<file path="src/rtl/seq_alu.sv">
// seq_alu: registered, valid/ready handshaked ALU.
// Single-cycle ops complete in one cycle. MUL/DIVU/REMU are iterative
// (WIDTH cycles) and exist only when SEQ_ALU_MULDIV_EN is defined;
// without it those opcodes complete as illegal single-cycle ops.
module seq_alu #(
  parameter int WIDTH = 16
) (
  input  logic             clk,
  input  logic             rst_n,
  input  logic             in_valid,
  output logic             in_ready,
  input  logic [3:0]       alu_control,
  input  logic [WIDTH-1:0] operand_a,
  input  logic [WIDTH-1:0] operand_b,
  output logic             out_valid,
  input  logic             out_ready,
  output logic [WIDTH-1:0] result,
  output logic             zero_flag,
  output logic             carry_flag,
  output logic             overflow_flag,
  output logic             illegal_op
);

  localparam int SHW = $clog2(WIDTH);
  localparam int MSB = WIDTH - 1;

  localparam logic [3:0] OP_ADD  = 4'b0000;
  localparam logic [3:0] OP_SUB  = 4'b0001;
  localparam logic [3:0] OP_AND  = 4'b0010;
  localparam logic [3:0] OP_OR   = 4'b0011;
  localparam logic [3:0] OP_XOR  = 4'b0100;
  localparam logic [3:0] OP_SLL  = 4'b0101;
  localparam logic [3:0] OP_SRL  = 4'b0110;
  localparam logic [3:0] OP_SLT  = 4'b0111;
  localparam logic [3:0] OP_SRA  = 4'b1000;
  localparam logic [3:0] OP_SLTU = 4'b1001;
`ifdef SEQ_ALU_MULDIV_EN
  localparam logic [3:0] OP_MUL  = 4'b1010;
  localparam logic [3:0] OP_DIVU = 4'b1100;
  localparam logic [3:0] OP_REMU = 4'b1101;

  typedef enum logic [1:0] {ST_IDLE = 2'd0, ST_BUSY = 2'd1, ST_DONE = 2'd2} state_t;
`else
  typedef enum logic {ST_IDLE = 1'b0, ST_DONE = 1'b1} state_t;
`endif

  state_t           r_state;
  state_t           w_state_next;
  logic             w_accept;
  logic [SHW-1:0]   w_shamt;
  logic [WIDTH:0]   w_sum;
  logic [WIDTH-1:0] w_res;
  logic             w_carry;
  logic             w_ovf;
  logic             w_ill;
  logic             w_load;
  logic [WIDTH-1:0] w_ld_res;
  logic             w_ld_carry;
  logic             w_ld_ovf;
  logic             w_ld_ill;

  assign in_ready  = (r_state == ST_IDLE) && rst_n;
  assign w_accept  = in_valid && in_ready;
  assign out_valid = (r_state == ST_DONE);
  assign w_shamt   = operand_b[SHW-1:0];

  // Single-cycle result and flags straight from the request operands
  always_comb begin
    w_sum   = '0;
    w_res   = '0;
    w_carry = 1'b0;
    w_ovf   = 1'b0;
    w_ill   = 1'b0;
    case (alu_control)
      OP_ADD: begin
        w_sum   = {1'b0, operand_a} + {1'b0, operand_b};
        w_res   = w_sum[MSB:0];
        w_carry = w_sum[WIDTH];
        w_ovf   = (operand_a[MSB] == operand_b[MSB]) && (w_res[MSB] != operand_a[MSB]);
      end
      OP_SUB: begin
        // Top bit of the widened difference is the unsigned borrow.
        w_sum   = {1'b0, operand_a} - {1'b0, operand_b};
        w_res   = w_sum[MSB:0];
        w_carry = w_sum[WIDTH];
        w_ovf   = (operand_a[MSB] != operand_b[MSB]) && (w_res[MSB] != operand_a[MSB]);
      end
      OP_AND:  w_res = operand_a & operand_b;
      OP_OR:   w_res = operand_a | operand_b;
      OP_XOR:  w_res = operand_a ^ operand_b;
      OP_SLL:  w_res = operand_a << w_shamt;
      OP_SRL:  w_res = operand_a >> w_shamt;
      OP_SRA:  w_res = $signed(operand_a) >>> w_shamt;
      OP_SLT:  w_res = {{(WIDTH-1){1'b0}}, ($signed(operand_a) < $signed(operand_b))};
      OP_SLTU: w_res = {{(WIDTH-1){1'b0}}, (operand_a < operand_b)};
      default: w_ill = 1'b1;
    endcase
  end

`ifdef SEQ_ALU_MULDIV_EN
  logic             w_is_md;
  logic             w_last;
  logic [SHW-1:0]   r_cnt;
  logic [3:0]       r_op;
  logic [WIDTH-1:0] r_hi;
  logic [WIDTH-1:0] r_lo;
  logic [WIDTH-1:0] r_b;
  logic [WIDTH:0]   w_acc;
  logic [WIDTH:0]   w_rem_sh;
  logic [WIDTH-1:0] w_diff;
  logic             w_ge;
  logic [WIDTH-1:0] w_hi_next;
  logic [WIDTH-1:0] w_lo_next;

  assign w_is_md = (alu_control == OP_MUL) || (alu_control == OP_DIVU) ||
                   (alu_control == OP_REMU);
  assign w_last  = (r_cnt == SHW'(WIDTH - 1));

  // One multiply (shift-add) or restoring-divide step on {r_hi, r_lo}
  always_comb begin
    w_acc    = {1'b0, r_hi} + {1'b0, (r_lo[0] ? r_b : {WIDTH{1'b0}})};
    w_rem_sh = {r_hi, r_lo[MSB]};
    // Low WIDTH bits of the difference are all that survive a restore.
    w_diff   = w_rem_sh[MSB:0] - r_b;
    w_ge     = (w_rem_sh >= {1'b0, r_b});
    if (r_op == OP_MUL) begin
      w_hi_next = w_acc[WIDTH:1];
      w_lo_next = {w_acc[0], r_lo[MSB:1]};
    end else begin
      w_hi_next = w_ge ? w_diff : w_rem_sh[MSB:0];
      w_lo_next = {r_lo[MSB-1:0], w_ge};
    end
  end

  // Iteration registers: r_hi = product high / remainder, r_lo = multiplier / quotient
  always_ff @(posedge clk or negedge rst_n) begin
    if (!rst_n) begin
      r_cnt <= '0;
      r_op  <= '0;
      r_hi  <= '0;
      r_lo  <= '0;
      r_b   <= '0;
    end else if (w_accept && w_is_md) begin
      r_cnt <= '0;
      r_op  <= alu_control;
      r_hi  <= '0;
      r_lo  <= operand_a;
      r_b   <= operand_b;
    end else if (r_state == ST_BUSY) begin
      r_cnt <= r_cnt + SHW'(1);
      r_hi  <= w_hi_next;
      r_lo  <= w_lo_next;
    end
  end
`endif

  // Select what (if anything) is written into the output registers this cycle
  always_comb begin
    w_load     = 1'b0;
    w_ld_res   = w_res;
    w_ld_carry = w_carry;
    w_ld_ovf   = w_ovf;
    w_ld_ill   = w_ill;
`ifdef SEQ_ALU_MULDIV_EN
    if ((r_state == ST_BUSY) && w_last) begin
      w_load   = 1'b1;
      w_ld_ovf = 1'b0;
      w_ld_ill = 1'b0;
      if (r_op == OP_MUL) begin
        w_ld_res   = w_lo_next;
        w_ld_carry = |w_hi_next;
      end else begin
        // A zero divisor naturally yields all-ones quotient and remainder = a.
        w_ld_res   = (r_op == OP_DIVU) ? w_lo_next : w_hi_next;
        w_ld_carry = (r_b == '0);
      end
    end else if (w_accept && !w_is_md) begin
      w_load = 1'b1;
    end
`else
    w_load = w_accept;
`endif
  end

  // Next-state logic
  always_comb begin
    w_state_next = r_state;
    case (r_state)
      ST_IDLE: begin
`ifdef SEQ_ALU_MULDIV_EN
        if (w_accept) w_state_next = w_is_md ? ST_BUSY : ST_DONE;
`else
        if (w_accept) w_state_next = ST_DONE;
`endif
      end
`ifdef SEQ_ALU_MULDIV_EN
      ST_BUSY: if (w_last) w_state_next = ST_DONE;
`endif
      ST_DONE: if (out_ready) w_state_next = ST_IDLE;
      default: w_state_next = ST_IDLE;
    endcase
  end

  // State register
  always_ff @(posedge clk or negedge rst_n) begin
    if (!rst_n) r_state <= ST_IDLE;
    else        r_state <= w_state_next;
  end

  // Registered result and flags; zero is taken from the value being stored
  always_ff @(posedge clk or negedge rst_n) begin
    if (!rst_n) begin
      result        <= '0;
      zero_flag     <= 1'b0;
      carry_flag    <= 1'b0;
      overflow_flag <= 1'b0;
      illegal_op    <= 1'b0;
    end else if (w_load) begin
      result        <= w_ld_res;
      zero_flag     <= (w_ld_res == '0);
      carry_flag    <= w_ld_carry;
      overflow_flag <= w_ld_ovf;
      illegal_op    <= w_ld_ill;
    end
  end

endmodule

</file>
<file path="config.mk">
export PLATFORM = sky130hd
export DESIGN_NAME = seq_alu
export DESIGN_NICKNAME = d
export VERILOG_FILES = /design/src/rtl/seq_alu.sv
export SDC_FILE = /design/constraint.sdc
export NUM_CORES = 1
export LEC_CHECK = 0
export CORE_UTILIZATION = 45
export DETAILED_ROUTE_END_ITERATION = 12
export GPL_TIMING_DRIVEN = 0
export PLACE_DENSITY = 0.66
export SYNTH_ARGS = -nofsm -noshare
export SYNTH_HDL_FRONTEND = slang
export SYNTH_SLANG_ARGS = --single-unit
</file>
<file path="constraint.sdc">
create_clock -name clk -period 2.7 [get_ports clk]
set_clock_uncertainty 0.2 [all_clocks]
set_input_delay 0.27 -clock clk [delete_from_list [all_inputs] [get_ports clk]]
set_output_delay 0.27 -clock clk [all_outputs]
set_load 0.01 [all_outputs]
</file>
==> results.md, run 1 <==
* Outcome: finished with violations
* Failing checks: negative setup slack
* Worst EP required at 2660 ps
* H-tree levels at 1
* Die area at 12100 µm²
* Worst-path maximum fanout at 4
* Switching power at 1.011 mW
* Maximum clock frequency at 0.3097 GHz
* R2r startpoint: out_valid
* HP Class: reg -> reg
* Min cycle time layout at 3229 ps
* Worst-Margin Slew at 925.3 ps
* Row cnt at 39
* Total length of routed wires at 24.37 mm
* Int Power at 1.323 mW
* Syn Area/Cell at 7.543 µm²
* First-pass DRT Iterations at 5
* Area leader, netlist: ha_1
* Antenna viol nets, final at 0
* CTS Root Cell: clkbuf_16
* Switch share at 43.30%
* Crit path DAT at 3190 ps
* Critical path cell sequence: clkdlybuf4s15_1 -> inv_2 -> ha_4 -> buf_6 -> buf_4 -> buf_4 -> buf_4 -> o2111ai_2 -> nand2_1 -> o311ai_1 -> nand4_1 -> nor4_2 -> nand4_1 -> or4_4 -> o31ai_2
* Number of diodes at 0
* Mapped cell area at 5250 µm²
* Vias at 6777
* P_leak at 3.258 nW
* Fill cells at 886
* Core Box Area at 11370 µm²
* Combinational power share at 69.6%
* Area Growth Syn to Fin at 47.90%
* Final cycle utilization of the critical path at 119.6%
* Post-synth EDFFs at 0
* Initial Util at 46.18%
* Largest stage delay on the critical path at 440 ps
* VDD IR max at 0.4925 mV
* Worst skew pair latency at 250 ps
* Number of cells on the worst reg-to-reg path at 8
* RSZ-0062 raised after global routing: yes
* Dpl hpwl at 17.35 mm
* Setup CP Type: in -> reg
* Final setup viols at 6
* Share of cells above drive strength 1 at 37.27%
* Largest net degree at the start of global routing at 22
* Grt ovf at 0
* Clk slew on worst S/H paths at 50 ps
* Slew margin rel. at 38.11%
* CTS Buffer Depth at 2
* GR Util All Layers at 39.78%
* Worst R2R Setup Slack at 100 ps
* Final hold violation count at 0
* CP Capture Type: flop
* Final routed DRC violation total at 0
* Die height at 110.0 µm
* Ys async rst share at 100.0%
* Synth Instances at 696
* Number of library cell types mapped by synthesis at 87
* WHS Path Cells at 2
* Nets at 924
* Syn nets at 790
* Cts bufs inserted at 3
* CP Launch Point: operand_b[5]
* I/O Pins at 62
* Power Dens Cells at 300.6 nW/µm²
* Vias in the first global route at 6315
* PortBufs at 60
* Initial antenna violation count at 0
* Worst setup SP type: input pin
* GP Congestion at 1.018
* CP endpoint: zero_flag
* Die X at 110.0 µm
* Most used cell, CP: buf_4
* Final Power at 2.334 mW
* Crit Reg-Reg Endpoint: zero_flag
* Max-Cap Viols at 0
* Fin worst setup slack at -529.1 ps
* Seq pwr share at 17.1%
* Slew Limit Fails at 0
* Post-synthesis sequential area ratio at 10.01%
* CP max-delay cell: or4_4
* Initial DRC Count at 843
* Total number of yosys warnings at 0
* Sink Count at 21
* Main area contributors after synthesis: ha_1 12%, dfrtp_1 10%, mux4_2 7.3%
* Clk pwr share at 13.3%
* CTS tree: done
* First-pass GRT wire length at 35.89 mm
* Startpoint of the worst hold path: result[1]
* Share of the synthesized area in the top cell type at 12.39%
* Commonest register cell after synthesis: dfrtp_1
* Via/cell ratio at 6.972
* #FFs+latches synth at 21
* Avg WL per Cell at 25.07 µm
* Final core utilization at 68.30%
[flip-flops by register name, summed over array words and instances, names as in the netlist]
register and count:
carry_flag 1, illegal_op 1, out_valid 1, overflow_flag 1
result 16, zero_flag 1
[area by class of cell]
cell class / count / area (µm²) / area share [%]
timing repair buffer: 132 / 1157 / 14.90
clock buffer: 4 / 78.83 / 1.015
tap: 143 / 178.9 / 2.304
sequential: 21 / 525.5 / 6.768
buffer: 46 / 395.4 / 5.092
inverter: 49 / 206.4 / 2.659
multi-input combinational: 577 / 5223 / 67.26
[how the worst min path moves through the flow]
stage,to,slack [ps]
final,result[1],280
after global routing,result[8],300
after CTS,result[8],280
after detailed placement,result[8],270
after global placement,result[3],260
after floorplan,carry_flag,-230
[power groups by stage]
| stage | logic, mW | registers (mW) | clock network, mW |
|---|---|---|---|
| 4_1_cts | 1.43 | 0.399 | 0.312 |
| 2_1_floorplan | 0.686 | 0.427 | 0 |
| 3_3_place_gp | 1.16 | 0.401 | 0 |
| 6_report | 1.63 | 0.399 | 0.310 |
| 5_1_grt | 1.70 | 0.406 | 0.329 |
| 3_5_place_dp | 1.17 | 0.405 | 0 |
[layer usage]
layer  wire (µm)  vias to the layer above  share of wire (%)  GRT usage, %
li1            -                     2909                  -             -
met1        9347                     3249                 38         51.67
met2       10750                      517                 44         62.23
met3        2782                      102                 11         6.878
met4        1484                        0                6.1         22.19
met5           0                        -                  0             0
[what timing repair did]
item	4_1_cts	5_1_grt
hold buffers	1	0
resized for setup	276	78
buffers inserted	57	12
setup endpoints to repair	21	13
pin swaps	58	32
hold endpoints to repair	21	0
[cells in the mapped netlist (14+ instances only)]
| cell type | count |
|---|---|
| nor2_1 | 69 |
| nand2_1 | 61 |
| ha_1 | 52 |
| inv_1 | 48 |
| o21ai_0 | 42 |
| a21oi_1 | 41 |
| nand3_1 | 24 |
| clkbuf_1 | 22 |
| dfrtp_1 | 21 |
| mux2i_1 | 19 |
| buf_2 | 18 |
| mux4_2 | 17 |
| nor3_1 | 16 |
| a211oi_1 | 14 |
[cells by family (layout without fill, tap and decap cells)]
kind of cell / count (synthesis) / count (layout) / synth area share [%]
compound gates: 223 / 223 / 30.27
xor+xnor: 2 / 2 / 0.3337
fa+ha+maj: 54 / 54 / 13.16
buf+inv: 98 / 231 / 8.293
flops: 21 / 21 / 10.01
mux: 43 / 43 / 12.99
simple gates: 255 / 255 / 24.95
[per-stage QoR]
stage | cell area (µm²) | instances | hold WS (ps) | setup TNS (ps) | setup slack (ps)
floorplan | 5359 | 696 | -225.6 | -372.4 | -372.4
global placement | 6138 | 899 | 263.1 | -25260 | -2120
detailed placement | 6166 | 901 | 270.2 | -23840 | -2107
CTS | 7371 | 961 | 281.9 | -667.8 | -425.5
global route | 7765 | 972 | 301.6 | -1627 | -602.1
finish | 7765 | 972 | 277.0 | -1096 | -529.1
[critical path: cells and delay by family]
kind	cells	cell delay, ps
adders and majority gates	1	190
AOI/OAI and AO/OA	3	680
and+or+nand+nor	5	1250
buffers and inverters	6	800
[layout by cell type (no fill, tap or decap), types with 9 or more instances in the layout]
cell,count
buf_2,10
dlygate4sd2_1,9
nand3_1,19
a21oi_1,33
buf_6,20
inv_2,10
nor3_1,14
and3_1,10
buf_4,76
mux4_2,18
inv_1,34
mux2i_1,15
o211ai_1,11
nand2_1,57
dfrtp_1,21
nor2_1,64
a21o_1,10
ha_1,34
clkdlybuf4s50_1,27
ha_4,13
o21ai_0,29
Power figures use the tool's default switching activity.
==> run 2: changes to the inputs <==
--- a/config.mk
+++ b/config.mk
@@ -5,6 +5,7 @@
 export SDC_FILE = /design/constraint.sdc
 export NUM_CORES = 1
 export LEC_CHECK = 0
+export ABC_CLOCK_PERIOD_IN_PS = 2700
 export CORE_UTILIZATION = 45
 export DETAILED_ROUTE_END_ITERATION = 12
 export GPL_TIMING_DRIVEN = 0
==> results of run 2 <==
No change in the layout: final DEF, timing and power equal those of run 1.
